`config.mk`:
```
export PLATFORM = sky130hd
export DESIGN_NAME = imem_boot_loader
export DESIGN_NICKNAME = d
export VERILOG_FILES = /design/src/rtl/imem_boot_loader.sv
export SDC_FILE = /design/constraint.sdc
export NUM_CORES = 1
export LEC_CHECK = 0
export CAP_MARGIN = 20
export CELL_PAD_IN_SITES_DETAIL_PLACEMENT = 1
export CELL_PAD_IN_SITES_GLOBAL_PLACEMENT = 1
export CORE_UTILIZATION = 40
export DETAILED_ROUTE_END_ITERATION = 7
export PLACE_DENSITY_LB_ADDON = 0.1
export SLEW_MARGIN = 20
export SYNTH_ARGS = -nofsm -noshare
export SYNTH_HDL_FRONTEND = slang
export SYNTH_SLANG_ARGS = --single-unit
```
`constraint.sdc`:
```
create_clock -name clock -period 2.5 [get_ports clock]
set_input_delay 0.625 -clock clock [delete_from_list [all_inputs] [get_ports clock]]
set_output_delay 0.625 -clock clock [all_outputs]
set_load 0.005 [all_outputs]
```
`src/rtl/imem_boot_loader.sv`:
```
// imem_boot_loader: assembles a length-prefixed, big-endian byte image into
// instruction memory and holds the CPU in reset until it is loaded.
// Define IMEM_LOADER_CHECKSUM_EN to require a trailing XOR checksum byte.
module imem_boot_loader #(
  parameter int ADDR_W = 8
) (
  input  logic              clock,
  input  logic              reset,
  input  logic [7:0]        rx_data,
  input  logic              rx_valid,
  output logic              rx_ready,
  output logic              imem_we,
  output logic [ADDR_W-1:0] imem_addr,
  output logic [31:0]       imem_wdata,
  output logic              cpu_reset,
  output logic              load_done,
  output logic              load_error,
  output logic [15:0]       words_loaded
);

  typedef enum logic [2:0] {
    LEN_HI, LEN_LO, DATA, FLUSH, CHK, DONE, ERROR
  } state_t;

  localparam logic [16:0] MAX_WORDS = 17'd1 << ADDR_W;

  state_t      state, next_state;
  logic        armed;
  logic [7:0]  len_hi;
  logic [15:0] len;
  logic [15:0] len_next;
  logic [1:0]  byte_cnt;
  logic [23:0] partial;
  logic        accept;
  logic        last_word;
`ifdef IMEM_LOADER_CHECKSUM_EN
  logic [7:0]  xsum;
`endif

  // armed keeps the port closed for the first cycle out of reset
  assign rx_ready  = armed && (state == LEN_HI || state == LEN_LO ||
                               state == DATA   || state == CHK);
  assign accept    = rx_valid && rx_ready;
  assign len_next  = {len_hi, rx_data};
  assign last_word = (words_loaded + 16'd1) == len;

  always_ff @(posedge clock) begin
    if (reset) state <= LEN_HI;
    else       state <= next_state;
  end

  always_comb begin
    next_state = state;
    cpu_reset  = 1'b1;
    load_done  = 1'b0;
    load_error = 1'b0;
    case (state)
      LEN_HI: if (accept) next_state = LEN_LO;
      LEN_LO: begin
        if (accept) begin
          if ({1'b0, len_next} > MAX_WORDS) begin
            next_state = ERROR;
          end else if (len_next == 16'd0) begin
`ifdef IMEM_LOADER_CHECKSUM_EN
            next_state = CHK;
`else
            next_state = DONE;
`endif
          end else begin
            next_state = DATA;
          end
        end
      end
      DATA: begin
        // FLUSH lets the final write land before the CPU leaves reset
        if (accept && byte_cnt == 2'd3 && last_word) begin
`ifdef IMEM_LOADER_CHECKSUM_EN
          next_state = CHK;
`else
          next_state = FLUSH;
`endif
        end
      end
      FLUSH: next_state = DONE;
      CHK: begin
`ifdef IMEM_LOADER_CHECKSUM_EN
        if (accept) next_state = (rx_data == xsum) ? DONE : ERROR;
`else
        next_state = ERROR;
`endif
      end
      DONE: begin
        cpu_reset = 1'b0;
        load_done = 1'b1;
      end
      ERROR: load_error = 1'b1;
      default: next_state = LEN_HI;
    endcase
  end

  always_ff @(posedge clock) begin
    if (reset) begin
      armed        <= 1'b0;
      len_hi       <= '0;
      len          <= '0;
      byte_cnt     <= '0;
      partial      <= '0;
      imem_we      <= 1'b0;
      imem_addr    <= '0;
      imem_wdata   <= '0;
      words_loaded <= '0;
    end else begin
      armed   <= 1'b1;
      imem_we <= 1'b0;
      if (accept) begin
        case (state)
          LEN_HI: len_hi <= rx_data;
          LEN_LO: len    <= len_next;
          DATA: begin
            partial  <= {partial[15:0], rx_data};
            byte_cnt <= byte_cnt + 2'd1;
            if (byte_cnt == 2'd3) begin
              imem_we      <= 1'b1;
              imem_wdata   <= {partial, rx_data};
              imem_addr    <= words_loaded[ADDR_W-1:0];
              words_loaded <= words_loaded + 16'd1;
            end
          end
          default: ;
        endcase
      end
    end
  end

`ifdef IMEM_LOADER_CHECKSUM_EN
  // running XOR over every accepted frame byte; compared in CHK
  always_ff @(posedge clock) begin
    if (reset)       xsum <= '0;
    else if (accept) xsum <= xsum ^ rx_data;
  end
`endif

endmodule

```
Yosys cells after proc, flatten, opt, wreduce, memory -nomap -nowiden
Index checks and enable logic that the tools add are counted.

Register bits after elaboration: 111. Input port bits: 11. Word-level logic and storage cells: 54.

$add $sub $neg: 2. Magnitude comparators: 1. Equal/unequal tests: 11. Multiplexer cells: 11. Bitwise logic cells: 3. Reduce and logical (&&, ||, !) cells: 16.

Operators with widths (number): case mux 3 bit (6 select lines) (1); adder 16 x 1 -> 16 bit, second input constant (1); equality test 16 bit (1); > comparator 16 x 9 -> 1 bit, second input constant (1); zero test 16 bit (1); two-way mux 3 bit (5); equality test 3 bit, second input constant (3); equality test 3 x 2 -> 1 bit, second input constant (2); AND reduction 2 bit (3); two-way mux 1 bit (5); logical AND 1 bit (4); != test 2 bit, second input constant (2); AND reduction 4 bit (1); equality test 3 x 1 -> 1 bit, second input constant (1); zero test 3 bit (1); logical OR 1 bit (3); inverter 1 bit (3); AND reduction 3 bit (1); OR reduction 3 bit (1); adder 2 x 1 -> 2 bit, second input constant (1); equality test 2 bit, second input constant (1); != test 2 x 1 -> 1 bit, second input constant (1); OR reduction 2 bit (1).

Logic depth before layout (Yosys ltp)
Gate-level depths: netlist (run 1).

Depth in word-level cells: 10. Mapped depth: 8.

Worst setup path after synthesis (run 1)
OpenSTA, ideal clock, no wires.

Path kind: input port to flip-flop. Start: input port rx_valid. End: register words_loaded[14]. Setup time: 0.070 ns. Arrival time: 2.067 ns. Data required time: 2.430 ns. Path slack: 0.363 ns. Stages: 7. Cell sequence: nand2_1 -> nor4_4 -> nand2_2 -> nor2_2 -> nand2_1 -> or3_1 -> a21oi_1.

Longest elaborated chain between the ends: 2.

Ends and longest elaborated chain: start, declared (RTL line 10) `input logic rx_valid,`; logical AND 1 bit (RTL line 43) `assign accept = rx_valid && rx_ready;`; AND reduction 3 bit (no source line); end signal, assigned (RTL line 126) `words_loaded <= words_loaded + 16'd1;`; end, declared (RTL line 18) `output logic [15:0] words_loaded`.

Every way passes these cells. A chain may end at the register's enable or synchronous reset.

Worst setup path after layout (run 1)
Start: register state[0]. End: output port load_done.

Longest elaborated chain between the ends: 2.

Ends and longest elaborated chain: start, declared (RTL line 27) `state_t state, next_state;`; start signal, assigned (RTL line 49) `else state <= next_state;`; equality test 3 bit (RTL line 57) `case (state)`; two-way mux 1 bit (RTL line 57); end, declared (RTL line 16) `output logic load_done,`.

Every way passes these cells.

==> results.sh, run 1 <==
export IMPL_fill_cells=1383
export IMPL_p_switching_uw=839.1
export IMPL_rsz0062_at_grt="no"
export IMPL_synth_cell_area_mm2=0.004644
export IMPL_ys_top_cells_by_area="dfxtp_1 (48%), nand2_1 (12%), a21oi_1 (8.3%)"
export IMPL_netlist_top_cell_by_area="dfxtp_1"
export IMPL_path_clk_slew_ns=0.08
export IMPL_cts_tree="yes"
export IMPL_p_clk_frac=0.429
export IMPL_p_leak_uw=0.002031
export IMPL_cts_setup_buffers=0
export IMPL_required_ns=1.88
export IMPL_grt_max_degree=52
export IMPL_netSwitchingFraction=0.2391
export IMPL_topRoutingLayerUsed="met4"
export IMPL_fin_setup_tns_ns=0
export IMPL_place_hpwl_um=8983
export IMPL_relSlewSlack=0.6860
export IMPL_met1_length_um=6142
export IMPL_ant_nets=0
export IMPL_die_y_um=109.8
export IMPL_max_clock_path_buffers=2
export IMPL_tightest_slew_ns=0.4667
export IMPL_wl_met2_um=5972
export IMPL_rr_endpoint="state[0]"
export IMPL_skew_ns=0.005842
export IMPL_grt_pass1_wl_um=20560
export IMPL_intPower_uw=2670
export IMPL_crit_slowest_cell="clkdlybuf4s50_1"
export IMPL_start_util=0.4192
export IMPL_drt_iter0_markers=165
export IMPL_yosysWarnings=0
export IMPL_crit_start="state[0]"
export IMPL_r2r_start="words_loaded[2]"
export IMPL_drc_errors=0
export IMPL_worstHoldPathType="reg -> reg"
export IMPL_gr_total_overflow=0
export IMPL_rows=38
export IMPL_pwr_share_comb=0.054
export IMPL_final_common_cell="nand2_1"
export IMPL_wl_per_cell_um=15.99
export IMPL_fin_util=0.5375
export IMPL_fmax_mhz=419.8
export IMPL_powerDensity_mw_per_mm2=589.3
export IMPL_fin_crit_sh=0.9529
export IMPL_layout_common_cells="nand2_1 (150), dfxtp_1 (109), a21oi_1 (76)"
export IMPL_grt_util_all_layers=0.2238
export IMPL_endpoint_kind="primary output"
export IMPL_synth_top_area_share=0.4784
export IMPL_ir_worst_vdd_uv=419.6
export IMPL_root_buffer="clkbuf_16"
export IMPL_portBuffers=71
export IMPL_vias_per_cell=5.184
export IMPL_fin_nets=658
export IMPL_n_antenna_cell=0
export IMPL_core_mm2=0.01108
export IMPL_crit_chain="nor2b_2 -> nand2_1 -> inv_1 -> clkdlybuf4s50_1"
export IMPL_first_pass_iters=4
export IMPL_rr_worst_depth=7
export IMPL_finalSetupViolations=0
export IMPL_area_delta_synth_final_pct=28.21
export IMPL_antenna_found_initial=0
export IMPL_vias=4095
export IMPL_wl_met3_um=404
export IMPL_ys_types=45
export IMPL_synth_nets=582
export IMPL_start_kind="flip-flop"
export IMPL_drt_total_wl_um=12630
export IMPL_cp_data_arrival_time_ns=1.76
export IMPL_pwr_share_seq=0.517
export IMPL_pin_count=72
export IMPL_hold_violations=0
export IMPL_crit_end="load_done"
export IMPL_crit_path_max_incr_delay_ns=0.49
export IMPL_syn_avg_cell_area_um2=8.162
export IMPL_cts_buffers=9
export IMPL_cts_sinks=111
export IMPL_slew_viol_final=0
export IMPL_ys_seq_area_frac=0.4784
export IMPL_path_class="reg -> out"
export IMPL_die_x_um=109.8
export IMPL_gp_congestion=0.8666
export IMPL_drive_gt1_frac=0.1015
export IMPL_cp_depth=4
export IMPL_die_area_mm2=0.01205
export IMPL_netlist_instances=569
export IMPL_path_max_fanout=11
export IMPL_critPathBufInv=2
export IMPL_grt_pass1_vias=3977
export IMPL_drv_cap=0
export IMPL_ys_ff_latch=111
export IMPL_ff2ff_setup_slack_ns=0.26
export IMPL_clkLatencyLatePin_ns=0.35
export IMPL_period_minus_slack_ns=2.382
export IMPL_cts_htree_levels=3
export IMPL_status="finished, final reports clean"
export IMPL_crit_family="buffers and inverters"
==> through the flow <==
step	hold slack [ns]	setup WS [ns]	instances	total power, uW	instance area (um2)
after floorplan	0.4321	0.3627	569	1961	4644
after global placement	0.4418	0.07527	774	2038	5635
after detailed placement	0.4496	0.05795	774	2045	5635
after CTS	0.4611	0.03869	790	3544	5947
after global routing	0.4739	0.06663	790	3636	5954
final	0.4569	0.1178	790	3509	5954
==> what timing repair did <==
action,in CTS,in global routing
hold buffers,0,0
endpoints found under the setup margin,2,2
gates resized for setup,1,3
cloned,0,0
==> layer usage <==
metal | global-route usage | up-vias
li1 | - | 2058
met1 | 0.3001 | 1955
met2 | 0.3693 | 72
met3 | 0.04446 | 10
met4 | 0.05333 | 0
met5 | 0 | -
==> kinds of logic (layout without fill, tap and decap cells) <==
group                      after synthesis  in the layout  share of synthesized area
buffers and inverters                   45            126                    0.03933
xor gates and xnor gates                33             33                    0.06223
muxes                                   24             24                    0.05172
DFF                                    111            111                     0.4784
AOI/OAI and AO/OA                       99             99                     0.1188
adders and majority gates                2              2                   0.005387
and+or+nand+nor                        255            255                     0.2441
==> worst min path at each step <==
stage                              start             end  slack, ns  cells after the start
after CTS                 imem_wdata[24]  imem_wdata[24]       0.46                      2
after global placement      imem_addr[1]    imem_addr[1]       0.44                      2
after global routing      imem_wdata[26]  imem_wdata[26]       0.47                      2
after detailed placement  imem_wdata[24]  imem_wdata[24]       0.45                      2
after floorplan              partial[16]  imem_wdata[24]       0.43                      2
final                     imem_wdata[30]  imem_wdata[30]       0.46                      2
==> Yosys cell counts, drive strengths merged <==
cell type	n
and3	2
a2111oi	2
nand3b	1
a221oi	1
nand2	151
and4	2
nand4b	1
o21ai	7
clkbuf	26
mux2i	24
a21bo	1
inv	6
nor2b	3
a31oi	3
nand3	13
a21oi	77
and4b	1
or4	1
o31ai	1
o311ai	2
nor3	6
o211ai	2
buf	13
ha	2
nor4b	1
and2	1
xor2	14
nand4	9
dfxtp	111
o21bai	1
xnor2	19
a211oi	1
a22o	1
nor2	53
nor4	7
or3	3
==> sequential cells by signal, indices dropped and copies added (netlist names) <==
signal / count
armed: 1
byte_cnt: 2
imem_addr: 8
imem_wdata: 32
imem_we: 1
len: 16
len_hi: 8
partial: 24
state: 3
words_loaded: 16
==> power groups by stage <==
stage                     logic, uW  clock network [uW]  registers (uW)
final                           190                1500            1820
after global routing            208                1610            1820
after CTS                       192                1540            1810
after detailed placement        190                   0            1860
after global placement          184                   0            1850
after floorplan                 118                   0            1840
==> worst reg2reg max path, cell delays in order (launching register included) <==
cell and delay (ns):
dfxtp_1 0.52, and4_1 0.39, nand3_1 0.15, xnor2_1 0.16
o21ai_0 0.15, a2111oi_2 0.37, nand4_1 0.19, a221oi_2 0.23
==> layout make-up <==
type	instances	area, um2	share of cell area
tap	140	175.2	0.02942
clock inverter	7	85.08	0.01429
sequential	111	2225	0.3736
clock buffer	9	225.2	0.03782
multi-input combinational	413	2253	0.3784
inverter	6	22.52	0.003782
timing repair buffer	104	968.4	0.1626
No activity file was read; power rests on OpenSTA's default activity.
==> run 2: changes to the inputs <==
- GPL_TIMING_DRIVEN: default -> 0
- SKIP_LAST_GASP: default -> 1
==> run 2 against run 1 <==
- highest routed layer unchanged
- fmax is 2.2% lower
- clock skew rose by 0.0020 ns
- routed wire length up 4.7%
- non-clock buffer count up 8
- die area stayed put
- sequential power is essentially flat
==> results.sh, run 2 (synthesis gave the netlist of run 1 again) <==
export IMPL_final_common_cell="nand2_1"
export IMPL_required_ns=1.88
export IMPL_r2r_start="words_loaded[0]"
export IMPL_path_clk_slew_ns=0.07
export IMPL_die_x_um=109.8
export IMPL_cts_hold_buf=0
export IMPL_p_switching_uw=787.2
export IMPL_powerDensity_mw_per_mm2=584.8
export IMPL_fin_crit_sh=0.9746
export IMPL_p_leak_uw=0.001991
export IMPL_period_minus_slack_ns=2.436
export IMPL_grt_util_all_layers=0.2376
export IMPL_slew_viol_final=0
export IMPL_skew_ns=0.007871
export IMPL_cp_data_arrival_time_ns=1.81
export IMPL_vias=4153
export IMPL_fin_setup_tns_ns=0
export IMPL_largest_register_ffs=32
export IMPL_antenna_found_initial=0
export IMPL_n_antenna_cell=0
export IMPL_status="finished, final reports clean"
export IMPL_drive_gt1_frac=0.08079
export IMPL_instances_no_fill=796
export IMPL_rows=38
export IMPL_gp_congestion=0.8347
export IMPL_dp_cells=779
export IMPL_hold_violations=0
export IMPL_core_mm2=0.01108
export IMPL_pwr_share_comb=0.056
export IMPL_area_delta_synth_final_pct=26.89
export IMPL_top_regs="imem_wdata (32), partial (24)"
export IMPL_endpoint_kind="primary output"
export IMPL_die_area_mm2=0.01205
export IMPL_die_y_um=109.8
export IMPL_gr_total_overflow=0
export IMPL_drc_errors=0
export IMPL_path_max_fanout=10
export IMPL_ff2ff_setup_slack_ns=0.16
export IMPL_grt_pass1_vias=4168
export IMPL_relSlewSlack=0.5344
export IMPL_path_class="reg -> out"
export IMPL_layout_common_cells="nand2_1 (148), dfxtp_1 (108), a21oi_1 (76)"
export IMPL_grt_max_degree=17
export IMPL_max_clock_path_buffers=2
export IMPL_fin_util=0.5320
export IMPL_fill_cells=1387
export IMPL_worstHoldPathType="reg -> reg"
export IMPL_first_pass_iters=4
export IMPL_fin_nets=666
export IMPL_p_clk_frac=0.418
export IMPL_tightest_slew_ns=0.6932
export IMPL_ant_nets=0
export IMPL_cts_sinks=111
export IMPL_portBuffers=70
export IMPL_cts_tree="yes"
export IMPL_drt_total_wl_um=13230
export IMPL_netSwitchingFraction=0.2284
export IMPL_pwr_share_seq=0.526
export IMPL_fmax_mhz=410.4
export IMPL_start_kind="flip-flop"
export IMPL_cts_htree_levels=3
export IMPL_p_total_uw=3447
export IMPL_ir_worst_vdd_uv=346.0
export IMPL_intPower_uw=2659
export IMPL_fin_hold_ws_ns=0.4556
export IMPL_crit_start="state[0]"
export IMPL_finalSetupViolations=0
export IMPL_pin_count=72
export IMPL_root_buffer="clkbuf_16"
export IMPL_drv_cap=0
export IMPL_cts_buffers=9
export IMPL_drt_iter0_markers=155
export IMPL_clkLatencyLatePin_ns=0.36
export IMPL_grt_pass1_wl_um=21310
export IMPL_place_hpwl_um=9593
export IMPL_wl_per_cell_um=16.62
export IMPL_vias_per_cell=5.217
export IMPL_hp_start="imem_addr[2]"
export IMPL_top_register="imem_wdata"
export IMPL_start_util=0.4192
-- run 2: power by group through the flow --
| stage | registers (uW) | clock network [uW] | logic [uW] |
|---|---|---|---|
| after CTS | 1810 | 1490 | 190 |
| after detailed placement | 1850 | 0 | 187 |
| final | 1810 | 1440 | 192 |
| after global placement | 1850 | 0 | 178 |
| after global routing | 1810 | 1540 | 210 |
| after floorplan | 1840 | 0 | 118 |
-- run 2: path summary, 6_finish.rpt --
kind / endpoint / cells past startpoint
max: load_done / 5
min: imem_addr[2] / 2
max reg2reg: state[0] / 8
min reg2reg: imem_addr[2] / 2
-- run 2: worst max-delay path: stages (launching register included) --
cell and delay, ns:
dfxtp_1 0.37, buf_4 0.20, nor2b_2 0.20, nand2_1 0.11
inv_1 0.07, clkdlybuf4s50_1 0.49
-- run 2: metal layers --
metal | up-vias | global-route usage | wire [um]
li1 | 2060 | - | -
met1 | 1993 | 0.3069 | 6339
met2 | 87 | 0.3877 | 5946
met3 | 13 | 0.04624 | 694
met4 | 0 | 0.09714 | 246
met5 | - | 0 | 0
-- run 2: what timing repair did --
item,in CTS,in global routing
setup endpoints to repair,66,22
buffers inserted,3,2
pin swaps,1,1
resized for setup,9,12
-- run 2: through the flow --
step	area [um2]	worst slack (ns)
floorplan	4644	0.3627
global placement	5520	-0.6900
detailed placement	5520	-0.8152
CTS	5847	0.008336
global route	5893	-0.04047
finish	5893	0.06352
-- run 2: final cells by class --
cell class                 count  area, um2  area share
multi-input combinational    413       2280      0.3868
timing repair buffer          75      738.2      0.1253
clock buffer                  11      242.7     0.04119
tap                          140      175.2     0.02972
buffer                        37      165.2     0.02803
inverter                       6      22.52    0.003822
sequential                   111       2226      0.3777
clock inverter                 3      43.79    0.007431
==> run 3: changes to the inputs <==
- CORE_MARGIN: default -> 2
- CORE_UTILIZATION: 40 -> 42
- clock period: 2.5 -> 2.9 ns (I/O delays scaled with it)
==> run 3 against run 2 <==
- first-iteration DRC count down 11%
- via count is essentially flat
- die area fell by 1.1%
- highest routed layer unchanged
- clock-buffer cell count is 1 lower
- sequential cell count did not move
- non-clock buffer count down 3
- utilization shrank 0.12 points
- sequential share of layout area grew 1.0 points
- critical path type unchanged
- largest power group unchanged
- setup slack improved by 0.083 ns
==> results.sh, run 3 (synthesis gave the netlist of run 1 again) <==
export IMPL_status="finished, final reports clean"
export IMPL_r2r_start="words_loaded[1]"
export IMPL_fmax_mhz=363.1
export IMPL_netSwitchingFraction=0.2587
export IMPL_path_max_fanout=10
export IMPL_hp_start="imem_wdata[28]"
export IMPL_grtUsageMet3=0.05439
export IMPL_grt_pass1_wl_um=21410
export IMPL_start_util=0.4303
export IMPL_cts_buffers=9
export IMPL_place_hpwl_um=9613
export IMPL_skew_ns=0.01247
export IMPL_cts_htree_levels=3
export IMPL_ff2ff_setup_slack_ns=0.46
export IMPL_grt_busiest_layer="met2"
export IMPL_cts_tree="yes"
export IMPL_first_pass_iters=5
export IMPL_core_mm2=0.01079
export IMPL_powerDensity_mw_per_mm2=459.4
export IMPL_intPower_uw=1951
export IMPL_pwr_share_seq=0.594
export IMPL_cts_sinks=111
export IMPL_worstHoldPathType="reg -> reg"
export IMPL_required_ns=2.17
export IMPL_finalSetupViolations=0
export IMPL_fin_setup_tns_ns=0
export IMPL_endpoint_kind="primary output"
export IMPL_start_kind="flip-flop"
export IMPL_fin_ws_ns=0.1463
export IMPL_relSlewSlack=0.5510
export IMPL_p_switching_uw=680.6
export IMPL_path_clk_slew_ns=0.11
export IMPL_ir_worst_vdd_uv=287.4
export IMPL_pwr_share_comb=0.061
export IMPL_ant_nets=0
export IMPL_gp_congestion=0.8686
export IMPL_cts_hold_buf=0
export IMPL_p_clk_frac=0.345
export IMPL_portBuffers=70
export IMPL_grt_util_all_layers=0.2328
export IMPL_top_regs="imem_wdata (32), partial (24)"
export IMPL_area_delta_synth_final_pct=23.33
export IMPL_gr_usage_met1=0.3229
export IMPL_n_antenna_cell=0
export IMPL_vias_per_cell=5.229
export IMPL_fin_util=0.5307
export IMPL_rsz0062_at_grt="no"
export IMPL_cp_data_arrival_time_ns=2.03
export IMPL_die_y_um=109.2
export IMPL_gr_total_overflow=0
export IMPL_p_total_uw=2631
export IMPL_fin_crit_sh=0.9496
export IMPL_drc_errors=0
export IMPL_hold_depth=2
export IMPL_rr_endpoint="state[0]"
export IMPL_drt_iter0_markers=138
export IMPL_grt_max_degree=20
export IMPL_tightest_slew_ns=0.6685
export IMPL_min_to="imem_wdata[28]"
export IMPL_drt_total_wl_um=13060
export IMPL_wl_per_cell_um=16.43
export IMPL_pin_count=72
export IMPL_grt_pass1_vias=4066
export IMPL_final_common_cell="nand2_1"
export IMPL_rows=38
export IMPL_slew_viol_final=0
export IMPL_hold_violations=0
export IMPL_antenna_found_initial=0
export IMPL_crit_start="state[0]"
export IMPL_largest_register_ffs=32
export IMPL_drv_cap=0
export IMPL_grt_use_met2=0.3620
export IMPL_die_x_um=109.2
export IMPL_preCtsSetupSlack_ns=-0.4294
export IMPL_vias=4157
export IMPL_clkLatencyLatePin_ns=0.38
export IMPL_layout_common_cells="nand2_1 (150), dfxtp_1 (110), a21oi_1 (77)"
export IMPL_max_clock_path_buffers=2
export IMPL_root_buffer="clkbuf_8"
export IMPL_die_area_mm2=0.01192
export IMPL_rr_worst_depth=8
export IMPL_period_minus_slack_ns=2.754
export IMPL_fin_nets=663
export IMPL_drive_gt1_frac=0.06107
export IMPL_path_class="reg -> out"
export IMPL_p_leak_uw=0.001896
export IMPL_top_register="imem_wdata"
-- run 3: power by group through the flow --
stage | combinational (uW) | sequential, uW | clock (uW)
after floorplan | 102 | 1590 | 0
after global placement | 153 | 1590 | 0
after detailed placement | 159 | 1590 | 0
after CTS | 159 | 1560 | 925
after global routing | 176 | 1570 | 994
final | 160 | 1560 | 909
-- run 3: per-layer routing --
layer / routed length, um / share of wire / up-vias
li1: - / - / 2063
met1: 6236 / 0.48 / 1999
met2: 5972 / 0.46 / 81
met3: 671 / 0.051 / 14
met4: 181 / 0.014 / 0
met5: 0 / 0 / -
-- run 3: worst max path at each step --
stage | endpoint | slack [ns] | cells after the start
after floorplan | words_loaded[14] | 0.66 | 7
after global placement | imem_wdata[1] | -0.38 | 8
after detailed placement | words_loaded[12] | -0.43 | 8
after CTS | rx_ready | 0.01 | 5
after global routing | imem_wdata[6] | 0.02 | 8
final | rx_ready | 0.15 | 5
-- run 3: final cells by class --
type                       instances  area [um2]
inverter                           6       22.52
sequential                       111        2223
multi-input combinational        413        2248
clock inverter                     6       55.05
tap                              140       175.2
buffer                            38       157.7
timing repair buffer              71       708.2
fill                            1324        5065
clock buffer                      10       137.6
-- run 3: what timing repair did --
| action | CTS | global route |
|---|---|---|
| setup endpoints to repair | 5 | 2 |
| pin swaps | 1 | 0 |
| buffers inserted | 1 | 0 |
| resized for setup | 0 | 3 |
-- run 3: stage by stage --
stage          instances  hold slack (ns)  instance area (um2)
5_1_grt              795           0.4863                 5728
2_1_floorplan        569           0.4321                 4644
3_3_place_gp         779           0.4393                 5520
3_5_place_dp         779           0.4489                 5520
6_report             795           0.4594                 5728
4_1_cts              795           0.4644                 5717
-- run 3: critical path, cell delays in order, from the launching register on --
cell and delay (ns):
dfxtp_1 0.39, clkbuf_2 0.26, nand2_1 0.10, a21oi_1 0.29
nor2b_1 0.14, clkdlybuf4s50_1 0.46
